`config.mk`:
```
export PLATFORM = sky130hd
export DESIGN_NAME = dcache_rsp_unit
export DESIGN_NICKNAME = d
export VERILOG_FILES = /design/src/rtl/dcache_rsp_unit_pkg.sv /design/src/rtl/dcache_req_fifo.sv /design/src/rtl/dcache_rsp_unit.sv
export SDC_FILE = /design/constraint.sdc
export NUM_CORES = 1
export LEC_CHECK = 0
export CORE_MARGIN = 2
export CORE_UTILIZATION = 40
export DETAILED_ROUTE_END_ITERATION = 10
export PLACE_DENSITY = 0.76
export SLEW_MARGIN = 20
export SYNTH_ARGS = -nofsm -noshare
export SYNTH_HDL_FRONTEND = slang
export SYNTH_SLANG_ARGS = --single-unit
```
`constraint.sdc`:
```
create_clock -name clk -period 2 [get_ports clk]
set_input_delay 0.6 -clock clk [delete_from_list [all_inputs] [get_ports clk]]
set_output_delay 0.6 -clock clk [all_outputs]
set_load 0.02 [all_outputs]
```
`src/rtl/dcache_rsp_unit_pkg.sv`:
```
// Shared widths and request-entry layout for the data-cache responder.
package dcache_rsp_unit_pkg;

  localparam int DCACHE_DATA_W        = 32;
  localparam int DCACHE_ADDR_W        = 32;
  localparam int DCACHE_DISPOSE_NUM_W = 2;

  typedef struct packed {
    logic                       we;
    logic [DCACHE_ADDR_W-1:0]   addr;
    logic [DCACHE_DATA_W/8-1:0] wstrb;
    logic [DCACHE_DATA_W-1:0]   wdata;
  } dcache_req_t;

  localparam int DCACHE_REQ_W = $bits(dcache_req_t);

  // Flattened entry width for non-default address/data widths.
  function automatic int req_bus_w(input int addr_w, input int data_w);
    return 1 + addr_w + data_w / 8 + data_w;
  endfunction

endpackage

```
`src/rtl/dcache_req_fifo.sv`:
```
// DEPTH-entry request FIFO; head is the oldest entry, pointers wrap modulo DEPTH.
module dcache_req_fifo
  import dcache_rsp_unit_pkg::*;
#(
  parameter int DEPTH = 2,
  parameter int WIDTH = DCACHE_REQ_W
) (
  input  logic             clk,
  input  logic             rst_n,
  input  logic             push,
  input  logic [WIDTH-1:0] push_data,
  input  logic             pop,
  output logic             empty,
  output logic [WIDTH-1:0] head
);

  localparam int PTR_W = (DEPTH > 1) ? $clog2(DEPTH) : 1;
  localparam logic [PTR_W-1:0] LAST = PTR_W'(DEPTH - 1);

  logic [WIDTH-1:0] mem [DEPTH];
  logic [PTR_W-1:0] wptr;
  logic [PTR_W-1:0] rptr;
  logic [PTR_W:0]   count;
  logic             pop_ok;

  function automatic logic [PTR_W-1:0] ptr_inc(input logic [PTR_W-1:0] p);
    return (p == LAST) ? '0 : p + 1'b1;
  endfunction

  assign empty  = (count == '0);
  assign pop_ok = pop & ~empty;
  assign head   = mem[rptr];

  always_ff @(posedge clk or negedge rst_n) begin
    if (!rst_n) begin
      wptr  <= '0;
      rptr  <= '0;
      count <= '0;
      for (int i = 0; i < DEPTH; i++) mem[i] <= '0;
    end else begin
      if (push) begin
        mem[wptr] <= push_data;
        wptr      <= ptr_inc(wptr);
      end
      if (pop_ok) rptr <= ptr_inc(rptr);
      case ({push, pop_ok})
        2'b10:   count <= count + 1'b1;
        2'b01:   count <= count - 1'b1;
        default: count <= count;
      endcase
    end
  end

endmodule

```
`src/rtl/dcache_rsp_unit.sv`:
```
// In-order data-cache responder: one data_ok per accepted request.
// Optional protocol checker enabled by defining DCACHE_RSP_ERRCHK_EN.
module dcache_rsp_unit
  import dcache_rsp_unit_pkg::*;
#(
  parameter int DEPTH  = 2,
  parameter int ADDR_W = DCACHE_ADDR_W,
  parameter int DATA_W = DCACHE_DATA_W
) (
  input  logic                            clk,
  input  logic                            rst_n,
  input  logic                            req_i,
  input  logic                            we_i,
  input  logic [ADDR_W-1:0]               addr_i,
  input  logic [DATA_W/8-1:0]             wstrb_i,
  input  logic [DATA_W-1:0]               wdata_i,
  output logic                            addr_ok_o,
  output logic                            data_ok_o,
  output logic [DATA_W-1:0]               rdata_o,
  output logic [DCACHE_DISPOSE_NUM_W-1:0] dispose_inst_num_o,
  output logic                            mem_req_o,
  output logic                            mem_we_o,
  output logic [ADDR_W-1:0]               mem_addr_o,
  output logic [DATA_W/8-1:0]             mem_wstrb_o,
  output logic [DATA_W-1:0]               mem_wdata_o,
  input  logic                            mem_gnt_i,
  input  logic                            mem_rvalid_i,
  input  logic [DATA_W-1:0]               mem_rdata_i,
  output logic                            error_o
);

  localparam int REQ_W = req_bus_w(ADDR_W, DATA_W);
  localparam logic [DCACHE_DISPOSE_NUM_W-1:0] CNT_FULL = DCACHE_DISPOSE_NUM_W'(DEPTH);

  logic [DCACHE_DISPOSE_NUM_W-1:0] cnt;
  logic                            accept;
  logic                            fifo_empty;
  logic [REQ_W-1:0]                fifo_head;
  logic                            vld_p1;
  logic [DATA_W-1:0]               rdata_p1;

  // cnt covers FIFO entries, granted requests and the pending response,
  // so gating accepts on it is what keeps the FIFO from overflowing.
  assign addr_ok_o          = (cnt != CNT_FULL);
  assign accept             = req_i & addr_ok_o;
  assign dispose_inst_num_o = cnt;

  always_ff @(posedge clk or negedge rst_n) begin
    if (!rst_n) begin
      cnt <= '0;
    end else begin
      case ({accept, vld_p1})
        2'b10:   cnt <= cnt + 1'b1;
        2'b01:   cnt <= cnt - 1'b1;
        default: cnt <= cnt;
      endcase
    end
  end

  dcache_req_fifo #(
    .DEPTH (DEPTH),
    .WIDTH (REQ_W)
  ) u_req_fifo (
    .clk       (clk),
    .rst_n     (rst_n),
    .push      (accept),
    .push_data ({we_i, addr_i, wstrb_i, wdata_i}),
    .pop       (mem_gnt_i),
    .empty     (fifo_empty),
    .head      (fifo_head)
  );

  assign mem_req_o = ~fifo_empty;
  assign {mem_we_o, mem_addr_o, mem_wstrb_o, mem_wdata_o} = fifo_head;

  // Stage p1: registered backend response
  always_ff @(posedge clk or negedge rst_n) begin
    if (!rst_n) begin
      vld_p1   <= 1'b0;
      rdata_p1 <= '0;
    end else begin
      vld_p1 <= mem_rvalid_i;
      if (mem_rvalid_i) rdata_p1 <= mem_rdata_i;
    end
  end

  assign data_ok_o = vld_p1;
  assign rdata_o   = rdata_p1;

`ifdef DCACHE_RSP_ERRCHK_EN
  logic [1:0] inflight;
  logic       err;
  logic       grant;

  assign grant = mem_gnt_i & mem_req_o;

  always_ff @(posedge clk or negedge rst_n) begin
    if (!rst_n) begin
      inflight <= '0;
      err      <= 1'b0;
    end else begin
      case ({grant, mem_rvalid_i})
        2'b10:   inflight <= inflight + 1'b1;
        2'b01:   inflight <= (inflight == '0) ? inflight : inflight - 1'b1;
        default: inflight <= inflight;
      endcase
      if ((mem_rvalid_i && inflight == '0) || (mem_gnt_i && !mem_req_o)) err <= 1'b1;
    end
  end

  assign error_o = err;
`else
  assign error_o = 1'b0;
`endif

endmodule
```
Word level (Yosys, flattened, before mapping). Index checks and enable logic that the tools add are counted.

Flip-flop bits (word level): 177. Input port bits: 106. Word-level logic and storage cells: 41.

Add/subtract/negate cells: 6. $lt $le $gt $ge: 3. Equal/unequal tests: 5. Multiplexer cells: 10. Bitwise gates (word level): 5. Reductions and logical operators: 4.

Operators with widths (number): $mux W69 (4); $bwmux W138 (1); $demux W69 S1 (1); $pmux W2 S2 (2); $add A2 B1 Y2 const B (2); $eq A2 B1 Y1 const B (2); $eq A2 B2 Y1 const B (2); $ge A2 B2 Y1 const B (2); $not A1 Y2 (2); $reduce_bool A2 Y1 (2); $sub A2 B1 Y2 const B (2); $add A1 B1 Y1 const B (2); $and A1 B1 Y1 (2); $logic_not A2 Y1 (1); $lt A2 B1 Y1 const B (1); $mux W1 (2); $ne A2 B2 Y1 const B (1); $logic_and A1 B1 Y1 (1); $not A1 Y1 (1).

Logic depth before layout (Yosys ltp). Gate-level depths: netlist (run 1).

Depth in word-level cells: 6. Mapped depth: 6.

Cells and area by module. A second synthesis (run 1) with hierarchy kept.

Cells, all modules: 465. Area total of the unflattened synthesis: 7651.1 µm².

By module, submodules not included: dcache_req_fifo (instances 1, cells an instance 383, area each 6159.7 µm², seq. area each 3553.4 µm²); dcache_rsp_unit (instances 1, cells an instance 82, area each 1491.4 µm², seq. area each 875.8 µm²).

Worst setup path before layout (run 1). No wires, ideal clock.

Path kind: register -> register. From: register cnt[0], in the netlist dispose_inst_num_o[0]. To: register u_req_fifo.mem[127] (netlist name). Setup time: 0.125 ns. Arrival time: 1.580 ns. Required time: 1.875 ns. Path slack: 0.295 ns. Cell stages (with the launch flop): 7. Buffers on the path: 3. Clock period less this slack: 1.705 ns. Cells stage by stage: dfrtp_1 nand2b_4 and3b_1 buf_6 buf_6 buf_8 mux2_4.

Cells in the longest elaborated chain, start to end: 2.

RTL lines: start, declared (RTL line dcache_rsp_unit.sv:35) `logic [DCACHE_DISPOSE_NUM_W-1:0] cnt;`; start signal, assigned (RTL line dcache_rsp_unit.sv:53) `2'b10: cnt <= cnt + 1'b1;`; start signal, assigned (RTL line dcache_rsp_unit.sv:54) `2'b01: cnt <= cnt - 1'b1;`; start signal, assigned (RTL line dcache_rsp_unit.sv:55) `default: cnt <= cnt;`; $ne A2 B2 Y1 (RTL line dcache_rsp_unit.sv:44) `assign addr_ok_o = (cnt != CNT_FULL);`; net addr_ok_o (RTL line dcache_rsp_unit.sv:17) `output logic addr_ok_o,`; $and A1 B1 Y1 (RTL line dcache_rsp_unit.sv:45) `assign accept = req_i & addr_ok_o;`; end signal, assigned by index (RTL line dcache_req_fifo.sv:42) `mem[wptr] <= push_data;`; end, declared (RTL line dcache_req_fifo.sv:20) `logic [WIDTH-1:0] mem [DEPTH];`.

The timed path passes the listed nets, and every way through them passes these cells. A chain may end at the register's enable or synchronous reset.

Final worst setup path (run 1).
From: register u_req_fifo.rptr. To: output mem_wdata_o[16].

Cells in the longest elaborated chain, start to end: 4.

RTL lines: start, declared (RTL line dcache_req_fifo.sv:22) `logic [PTR_W-1:0] rptr;`; start signal, assigned (RTL line dcache_req_fifo.sv:45) `if (pop_ok) rptr <= ptr_inc(rptr);`; $not A1 Y2 (implied by the code) (RTL line dcache_req_fifo.sv:32) `assign head = mem[rptr];`; $mux W69 (implied by the code) (3 in series) (RTL line dcache_req_fifo.sv:32); end, declared (RTL line dcache_rsp_unit.sv:25) `output logic [DATA_W-1:0] mem_wdata_o,`.

No other way between the ends. The select of a mux whose other input is x is not followed.

==> flow_summary.ini, run 1 <==
[flow_run]
drv_cap = 0

[global_routing]
grt_pass1_vias = 5152
antenna_found_initial = 0
grt_pass1_wl_um = 27800
grt_usage_pct = 18.0
grt-ovfl-total = 0
grt_start_max_net_pins = 88

[setup_path]
worst-path-max-fanout = 7
r2r_setup_slack_ns = 0.41
critical_path_class = flip-flop to output pin
cp.required_ns = 1.40
cp_top_family = buffers and inverters
cp_cell_sequence = buf_12, buf_12, buf_12, mux2_4, buf_6
cp_num_buf_inv = 4
cpPeakStageDelay_ns = 0.44
cpMaxStageDelayCell = dfrtp_2
critPathArrivalTime_ns = 1.71
worst_path_most_repeated_cell = buf_12
start_kind = flip-flop
end_kind = output pin

[floorplanning]
fp.dieW_um = 142
placementRows = 50
initial_core_util_pct = 40.6
die_y_um = 142
coreArea_mm2 = 0.0186
ios = 213
die_area_mm2 = 0.0200

[cells_and_area]
syn_to_final_growth_pct = 45.6
drive_gt1_share_pct = 53.6
postLayoutCellArea_mm2 = 0.0110
fin_nets = 811
instances_no_fill = 949
diodes = 0

[placed_design]
gp_congestion = 0.753
placedCellCount = 890
place_area_mm2 = 0.00995
dp_hpwl_um = 11200
dpl_worst_slack_ns = -0.178
port_buffers = 211

[sta]
setup_viol = 69
fin_crit_sh_pct = 115
hold_violations = 0
rsz0062_at_grt = yes
setup_ws_ns = -0.310
period_minus_slack_ns = 2.31
finalClockSkew_ns = 0.00623
fmax_mhz = 433
slew_violations = 0

[worst_hold_path]
min_path_type = flip-flop to flip-flop

[logic_synthesis]
syn_area_mm2 = 0.00757
syn_nets = 572
ys_types = 20
synthFlopType = dfrtp_1
ys_warn_count = 0
avgSynthCellArea_um2 = 16.3
ys_seq_elements = 177
postSynth.asyncResetShare_pct = 100
synth_most_common_cell = mux2_2
yosysTopAreaCell = dfrtp_1
ys_top_cells_by_count = mux2_2, dfrtp_1, mux2_4
netlist_instances = 464
synth-edff-count = 0
synth_top_area_share_pct = 58.5
seq_area_frac_synth_pct = 58.5
synthTopCellsByArea = dfrtp_1, mux2_2, mux2_4, buf_4, buf_2

[status]
status = finished, violations left
violations = negative setup slack

[clocking]
cts_sinks = 177
h-tree-depth = 4
clk_pin_slew_ns = 0.07
clock_latency_ns = 0.43
cts-buffers-inserted = 17
max-clock-path-buffers = 2
cts_tree = built
cts-root-buf = clkbuf_16

[detailed_routing]
vias = 4722
drtPass1Iterations = 4
drc = 0
post_drt_wl_per_cell_um = 19.0
finalWirelength_um = 18100
final_antenna_net_count = 0
routed_via_density = 4.98
dr.first_iter.drc_count = 122

[pwr]
power-per-cell-area_mw_per_mm2 = 1780
power.total_uw = 19600
ir_worst_vdd_uv = 1030
total_leakage_power_uw = 0.00490
==> logic make-up after synthesis <==
| kind of cell | after synthesis | share of synthesized area, % |
|---|---|---|
| fa+ha+maj | 2 | 0.330 |
| xor+xnor | 8 | 0.925 |
| mux | 239 | 36.5 |
| flops | 177 | 58.5 |
| simple gates | 8 | 0.760 |
| buf+inv | 29 | 2.91 |
| other cells | 1 | 0.0495 |
==> cell usage in the layout, fill, tap and decap left out, drive strengths merged <==
| cell type | count |
|---|---|
| ha | 2 |
| conb | 1 |
| clkdlybuf4s15 | 1 |
| nor2 | 2 |
| buf | 107 |
| and3b | 1 |
| and2 | 1 |
| dlygate4sd3 | 1 |
| dlygate4sd2 | 27 |
| or2 | 1 |
| clkinvlp | 2 |
| and3 | 1 |
| mux2 | 239 |
| bufinv | 2 |
| xor2 | 3 |
| dfrtp | 177 |
| clkinv | 5 |
| xnor2 | 5 |
| dlymetal6s2s | 8 |
| nand2 | 1 |
| clkbuf | 21 |
| clkdlybuf4s50 | 104 |
| inv | 2 |
| nand2b | 1 |
==> routing by layer <==
metal | share of wire (%) | track usage [%]
met1 | 43 | 22.7
met2 | 48 | 29.5
met3 | 7.5 | 7.15
met4 | 0.70 | 4.00
met5 | 0 | 0
==> path summary, 6_finish.rpt <==
check	end	from	cells after the start
worst max-delay path	mem_wdata_o[16]	u_req_fifo.rptr	5
worst min-delay path	u_req_fifo.count[1]	u_req_fifo.count[1]	1
worst max register to register	u_req_fifo.count[1]	u_req_fifo.count[0]	5
worst min register to register	u_req_fifo.count[1]	u_req_fifo.count[1]	1
max in group asynchronous	u_req_fifo.rptr	rst_n	3
min in group asynchronous	u_req_fifo.mem[61]	rst_n	2
==> flip-flops by register name, summed over array words and instances (netlist names) <==
| signal | flops |
|---|---|
| dispose_inst_num_o | 2 |
| data_ok_o | 1 |
| u_req_fifo.count | 2 |
| u_req_fifo.mem | 138 |
| u_req_fifo.rptr | 1 |
| u_req_fifo.wptr | 1 |
| rdata_o | 32 |
==> what timing repair did <==
item / CTS / global route
cloned: 7 / 1
hold buffers: 1 / 0
buffers inserted: 19 / 3
resized for setup: 361 / 100
endpoints found under the setup margin: 98 / 78
hold endpoints to repair: 7 / 0
==> through the flow <==
stage               TNS [ns]  utilization (%)  hold slack (ns)
finish                -17.00             59.1            0.475
global placement      -19.10             53.4            0.414
CTS                   -19.98             57.8            0.486
global route          -20.97             59.1            0.486
floorplan                  0                -            0.304
detailed placement    -21.27             53.4            0.416
==> power by group <==
group | switching (uW) | total, uW | leakage (uW) | internal (uW)
Clock | 1410 | 3350 | 0.000289 | 1940
Sequential | 880 | 6050 | 0.00208 | 5170
Combinational | 4290 | 10200 | 0.00253 | 5920
==> cell type report <==
| type | instances | area, um^2 |
|---|---|---|
| fillers | 1423 | 7620 |
| flip-flops and latches | 177 | 4430 |
| multi-input cells | 258 | 3030 |
| repair buffers | 249 | 2680 |
| clock buffers | 20 | 467 |
| well taps | 234 | 293 |
| clock inverters | 11 | 129 |
Note: power is estimated with default switching activity, not from simulation.
==> inputs of run 2 (changes only) <==
--- a/config.mk
+++ b/config.mk
@@ -8,7 +8,7 @@
 export CORE_MARGIN = 2
 export CORE_UTILIZATION = 40
 export DETAILED_ROUTE_END_ITERATION = 10
-export PLACE_DENSITY = 0.76
+export PLACE_DENSITY = 0.69
 export SLEW_MARGIN = 20
 export SYNTH_ARGS = -nofsm -noshare
 export SYNTH_HDL_FRONTEND = slang
==> constraint.sdc (replaced) <==
create_clock -name clk -period 2 [get_ports clk]
set_input_delay 0.4 -clock clk [delete_from_list [all_inputs] [get_ports clk]]
set_output_delay 0.4 -clock clk [all_outputs]
set_load 0.02 [all_outputs]
==> run 2 against run 1 <==
- the flow still finishes with violations (negative setup slack)
- critical endpoint is now mem_addr_o[18]
- critical path type unchanged
- sequential power is 0.7% higher
- wire length increased by 1.8%
- via count fell by 1.4%
- count of clock-buffer cells in the layout stayed put
- sequential cell count unchanged
- highest routed layer unchanged
==> flow_summary.ini, run 2 (synthesized netlist as in run 1, its figures left out) <==
[sta]
slew_violations = 0
fin_crit_sh_pct = 103
finalClockSkew_ns = 0.0139
setup_ws_ns = -0.0567
hold_violations = 0
fmax_mhz = 486
setup_viol = 69
tns_ns = -1.70
rsz0062_at_grt = yes
period_minus_slack_ns = 2.06

[global_routing]
antenna_found_initial = 0
grt_pass1_vias = 5264
grt_start_max_net_pins = 48
grt_usage_pct = 18.0
grt-ovfl-total = 0
grt_pass1_wl_um = 28000

[floorplanning]
die_area_mm2 = 0.0200
coreArea_mm2 = 0.0186
fp.dieW_um = 142
placementRows = 50
ios = 213
die_y_um = 142
initial_core_util_pct = 40.6

[placed_design]
dp_hpwl_um = 11500
place_area_mm2 = 0.00998
port_buffers = 211
dpl_worst_slack_ns = 0.0165
gp_congestion = 0.779

[cells_and_area]
diodes = 0
layout_commonest_cell = dfrtp_1
largest_reg_flops = 138
postLayoutCellArea_mm2 = 0.0111
drive_gt1_share_pct = 52.6
final_cell_mix = dfrtp_1, mux2_2, clkdlybuf4s50_1
syn_to_final_growth_pct = 47.2
fin_nets = 802
top_register = u_req_fifo.mem
fillers = 1397

[pwr]
power.total_uw = 20000
power-per-cell-area_mw_per_mm2 = 1800
total_leakage_power_uw = 0.00489
ir_worst_vdd_uv = 985

[detailed_routing]
vias = 4656
drtPass1Iterations = 4
dr.first_iter.drc_count = 123
drc = 0
post_drt_wl_per_cell_um = 19.5
final_antenna_net_count = 0
finalWirelength_um = 18400
routed_via_density = 4.95

[clocking]
max-clock-path-buffers = 2
cts-root-buf = clkbuf_16
clk_pin_slew_ns = 0.07
cts_sinks = 177
h-tree-depth = 4
cts-buffers-inserted = 17
clock_latency_ns = 0.42
cts_tree = built

[worst_hold_path]
min_path_type = input port to async pin

[setup_path]
r2r_setup_slack_ns = 0.37
critical_path_class = flip-flop to output pin
worst-path-max-fanout = 9
cp.required_ns = 1.60
end_kind = output pin
r2r-end = u_req_fifo.mem[108]
rr_worst_depth = 4
start_kind = flip-flop
r2r_start = dispose_inst_num_o[0]
critPathArrivalTime_ns = 1.66

[status]
violations = negative setup slack
status = finished, violations left

[flow_run]
drv_cap = 0
[run 2: changes by cell type in the layout (fill, tap and decap cells not counted), sizes merged]
cell,before,now
clkdlybuf4s50,104,139
clkdlybuf4s15,1,0
clkinvlp,2,3
buf,107,94
bufinv,2,1
inv,2,3
dlymetal6s2s,8,0
dlygate4sd2,27,2
clkbuf,21,24
[run 2: worst max-delay path by stage]
stage / from / endpoint / slack, ns / cells after the start
global placement: u_req_fifo.rptr / mem_addr_o[28] / 0.03 / 3
CTS: u_req_fifo.rptr / mem_wdata_o[27] / -0.13 / 4
detailed placement: u_req_fifo.rptr / mem_addr_o[28] / 0.02 / 3
floorplan: dispose_inst_num_o[0] / u_req_fifo.mem[127] / 0.30 / 6
finish: u_req_fifo.rptr / mem_addr_o[18] / -0.06 / 4
global route: u_req_fifo.rptr / mem_addr_o[18] / -0.11 / 4
[run 2: final cells by class]
class / count / area, um^2 / share of cell area [%]
Multi-Input combinational cell: 258 / 3160 / 28.3
Sequential cell: 177 / 4430 / 39.7
Tap cell: 234 / 293 / 2.63
Clock buffer: 20 / 447 / 4.01
Clock inverter: 12 / 108 / 0.965
Timing Repair Buffer: 240 / 2720 / 24.4
[run 2: per-stage QoR]
step / utilization, % / instances / hold slack, ns
after floorplan: - / 464 / 0.104
after global placement: 53.5 / 894 / 0.320
after detailed placement: 53.5 / 894 / 0.326
after CTS: 56.5 / 938 / 0.448
after global routing: 59.8 / 941 / 0.461
final: 59.8 / 941 / 0.448
[run 2: worst max-delay path, stage by stage, from the launching register on]
cell	delay, ns
dfrtp_2	0.44
buf_8	0.17
buf_16	0.15
mux2_2	0.35
buf_6	0.14
[run 2: what timing repair did]
action / CTS / global route
hold buffers: 1 / 0
buffers inserted: 6 / 2
pin swaps: 0 / 0
setup endpoints to repair: 71 / 69
gates resized for setup: 328 / 165
hold endpoints to repair: 29 / 0
gates cloned: 5 / 4
[run 2: layer usage]
| layer | track usage (%) | share of wire [%] |
|---|---|---|
| met3 | 7.12 | 8.1 |
| met1 | 22.7 | 43 |
| met2 | 28.9 | 48 |
| met5 | 0 | 0 |
| met4 | 5.00 | 0.75 |
[run 2: power by group]
part           total (uW)  internal (uW)  switching [uW]
registers            6090           5170             915
clock network        3150           1750            1400
logic               10800           6420            4370
total               20000          13300            6690
==> inputs of run 3 (changes only) <==
--- a/config.mk
+++ b/config.mk
@@ -9,6 +9,7 @@
 export CORE_UTILIZATION = 40
 export DETAILED_ROUTE_END_ITERATION = 10
 export PLACE_DENSITY = 0.69
+export REMOVE_ABC_BUFFERS = 1
 export SLEW_MARGIN = 20
 export SYNTH_ARGS = -nofsm -noshare
 export SYNTH_HDL_FRONTEND = slang
==> run 3 against run 2 <==
- largest power group unchanged
- the run still ends with negative setup slack left
- power is 10% lower
- die area stayed put
- first-iteration DRC count is 9.8% lower
==> flow_summary.ini, run 3 (synthesized netlist as in run 1, its figures left out) <==
[status]
status = finished, violations left
violations = negative setup slack

[cells_and_area]
fin_nets = 804
largest_reg_flops = 138
drive_gt1_share_pct = 52.6
top_register = u_req_fifo.mem
postLayoutCellArea_mm2 = 0.0105
final_cell_mix = mux2_2, dfrtp_1, clkdlybuf4s50_1
syn_to_final_growth_pct = 39.0
layout_commonest_cell = mux2_2
diodes = 0

[clocking]
clk_pin_slew_ns = 0.07
cts_tree = built
cts-buffers-inserted = 17
clock_latency_ns = 0.42
cts_sinks = 177
max-clock-path-buffers = 2
cts-root-buf = clkbuf_16
h-tree-depth = 4

[global_routing]
grt_use_met1_pct = 20.7
grt_usage_pct = 17.8
grt_use_met3_pct = 7.26
met2_usage_pct = 30.2
grt-ovfl-total = 0
grt_pass1_wl_um = 27800
grt_busiest_layer = met2
grt_start_max_net_pins = 55
grt_pass1_vias = 5285
antenna_found_initial = 0

[floorplanning]
die_y_um = 142
placementRows = 50
coreArea_mm2 = 0.0186
ios = 213
initial_core_util_pct = 40.6
fp.dieW_um = 142
die_area_mm2 = 0.0200

[detailed_routing]
drc = 0
dr.first_iter.drc_count = 111
drtPass1Iterations = 4
vias = 4681
routed_via_density = 4.96
post_drt_wl_per_cell_um = 18.6
final_antenna_net_count = 0
finalWirelength_um = 17600

[setup_path]
cpMaxStageDelayCell = dfrtp_2
worst-path-max-fanout = 9
cpPeakStageDelay_ns = 0.45
critical_path_class = flip-flop to output pin
cp_cell_sequence = buf_6, buf_12, buf_12, mux2_2, buf_2
cp_top_family = buffers and inverters
cp.required_ns = 1.60
critPathArrivalTime_ns = 1.68
start_kind = flip-flop
worst_path_most_repeated_cell = buf_12
cp_num_buf_inv = 4
end_kind = output pin

[sta]
slew_violations = 0
fmax_mhz = 482
period_minus_slack_ns = 2.08
fin_crit_sh_pct = 104
tns_ns = -2.42
rsz0062_at_grt = yes
setup_viol = 55
setup_ws_ns = -0.0763
hold_violations = 0
finalClockSkew_ns = 0.0105

[pwr]
power-per-cell-area_mw_per_mm2 = 1710
total_leakage_power_uw = 0.00452
ir_worst_vdd_uv = 686

[placed_design]
gp_congestion = 0.737
dp_hpwl_um = 11700
place_area_mm2 = 0.00997
port_buffers = 211

[worst_hold_path]
min_path_type = input port to async pin

[flow_run]
drv_cap = 0
[run 3: changes by cell type in the layout (fill, tap and decap cells not counted), sizes merged]
cell           change
clkdlybuf4s15      +1
inv                -1
buf               -19
bufinv             +2
clkbuf            +19
clkinvlp           -1
clkinv             +1
[run 3: layout make-up]
| type | count | area, um^2 |
|---|---|---|
| fill | 1501 | 8120 |
| sequential | 177 | 4430 |
| multi-input combinational | 258 | 2940 |
| timing repair buffer | 242 | 2270 |
| clock buffer | 19 | 433 |
| tap | 234 | 293 |
| clock inverter | 13 | 160 |
[run 3: per-stage QoR]
step           hold WS, ns  power (uW)  util (%)  cells  setup slack (ns)
2_1_floorplan        0.104       11300         -    435             -1.11
3_3_place_gp         0.345       14700      53.5    892            0.0374
3_5_place_dp         0.356       15000      53.5    892            0.0301
4_1_cts              0.462       17900      56.1    930            -0.389
5_1_grt              0.496       19000      56.5    943            -0.142
6_report             0.463       18000      56.5    943           -0.0763
[run 3: timing repair]
item                                    in CTS  in global routing
endpoints found under the setup margin      71                 68
buffers inserted                             4                 12
hold buffers                                 1                  0
resized for setup                          147                135
cloned                                       1                  2
hold endpoints to repair                    37                  0
[run 3: path summary, 6_finish.rpt]
path,from,endpoint,slack [ns],cells past startpoint
max reg2reg,u_req_fifo.count[0],u_req_fifo.count[1],0.38,5
min reg2reg,u_req_fifo.count[1],u_req_fifo.count[1],0.49,1
min in group clk,u_req_fifo.count[1],u_req_fifo.count[1],0.49,1
max in group asynchronous,rst_n,rdata_o[21],0.83,3
min,rst_n,rdata_o[16],0.46,2
max,u_req_fifo.rptr,mem_wdata_o[21],-0.08,5
[run 3: report_power, final]
part / leakage, uW / internal [uW] / switching [uW]
sequential: 0.00208 / 5170 / 857
clock: 0.000287 / 1970 / 1400
combinational: 0.00215 / 4680 / 3960
[run 3: layer usage]
metal  vias to the layer above  routed length (um)
li1                       2104                   -
met1                      2399                7170
met2                       163                8660
met3                        15                1510
met4                         0                 216
met5                         -                   0
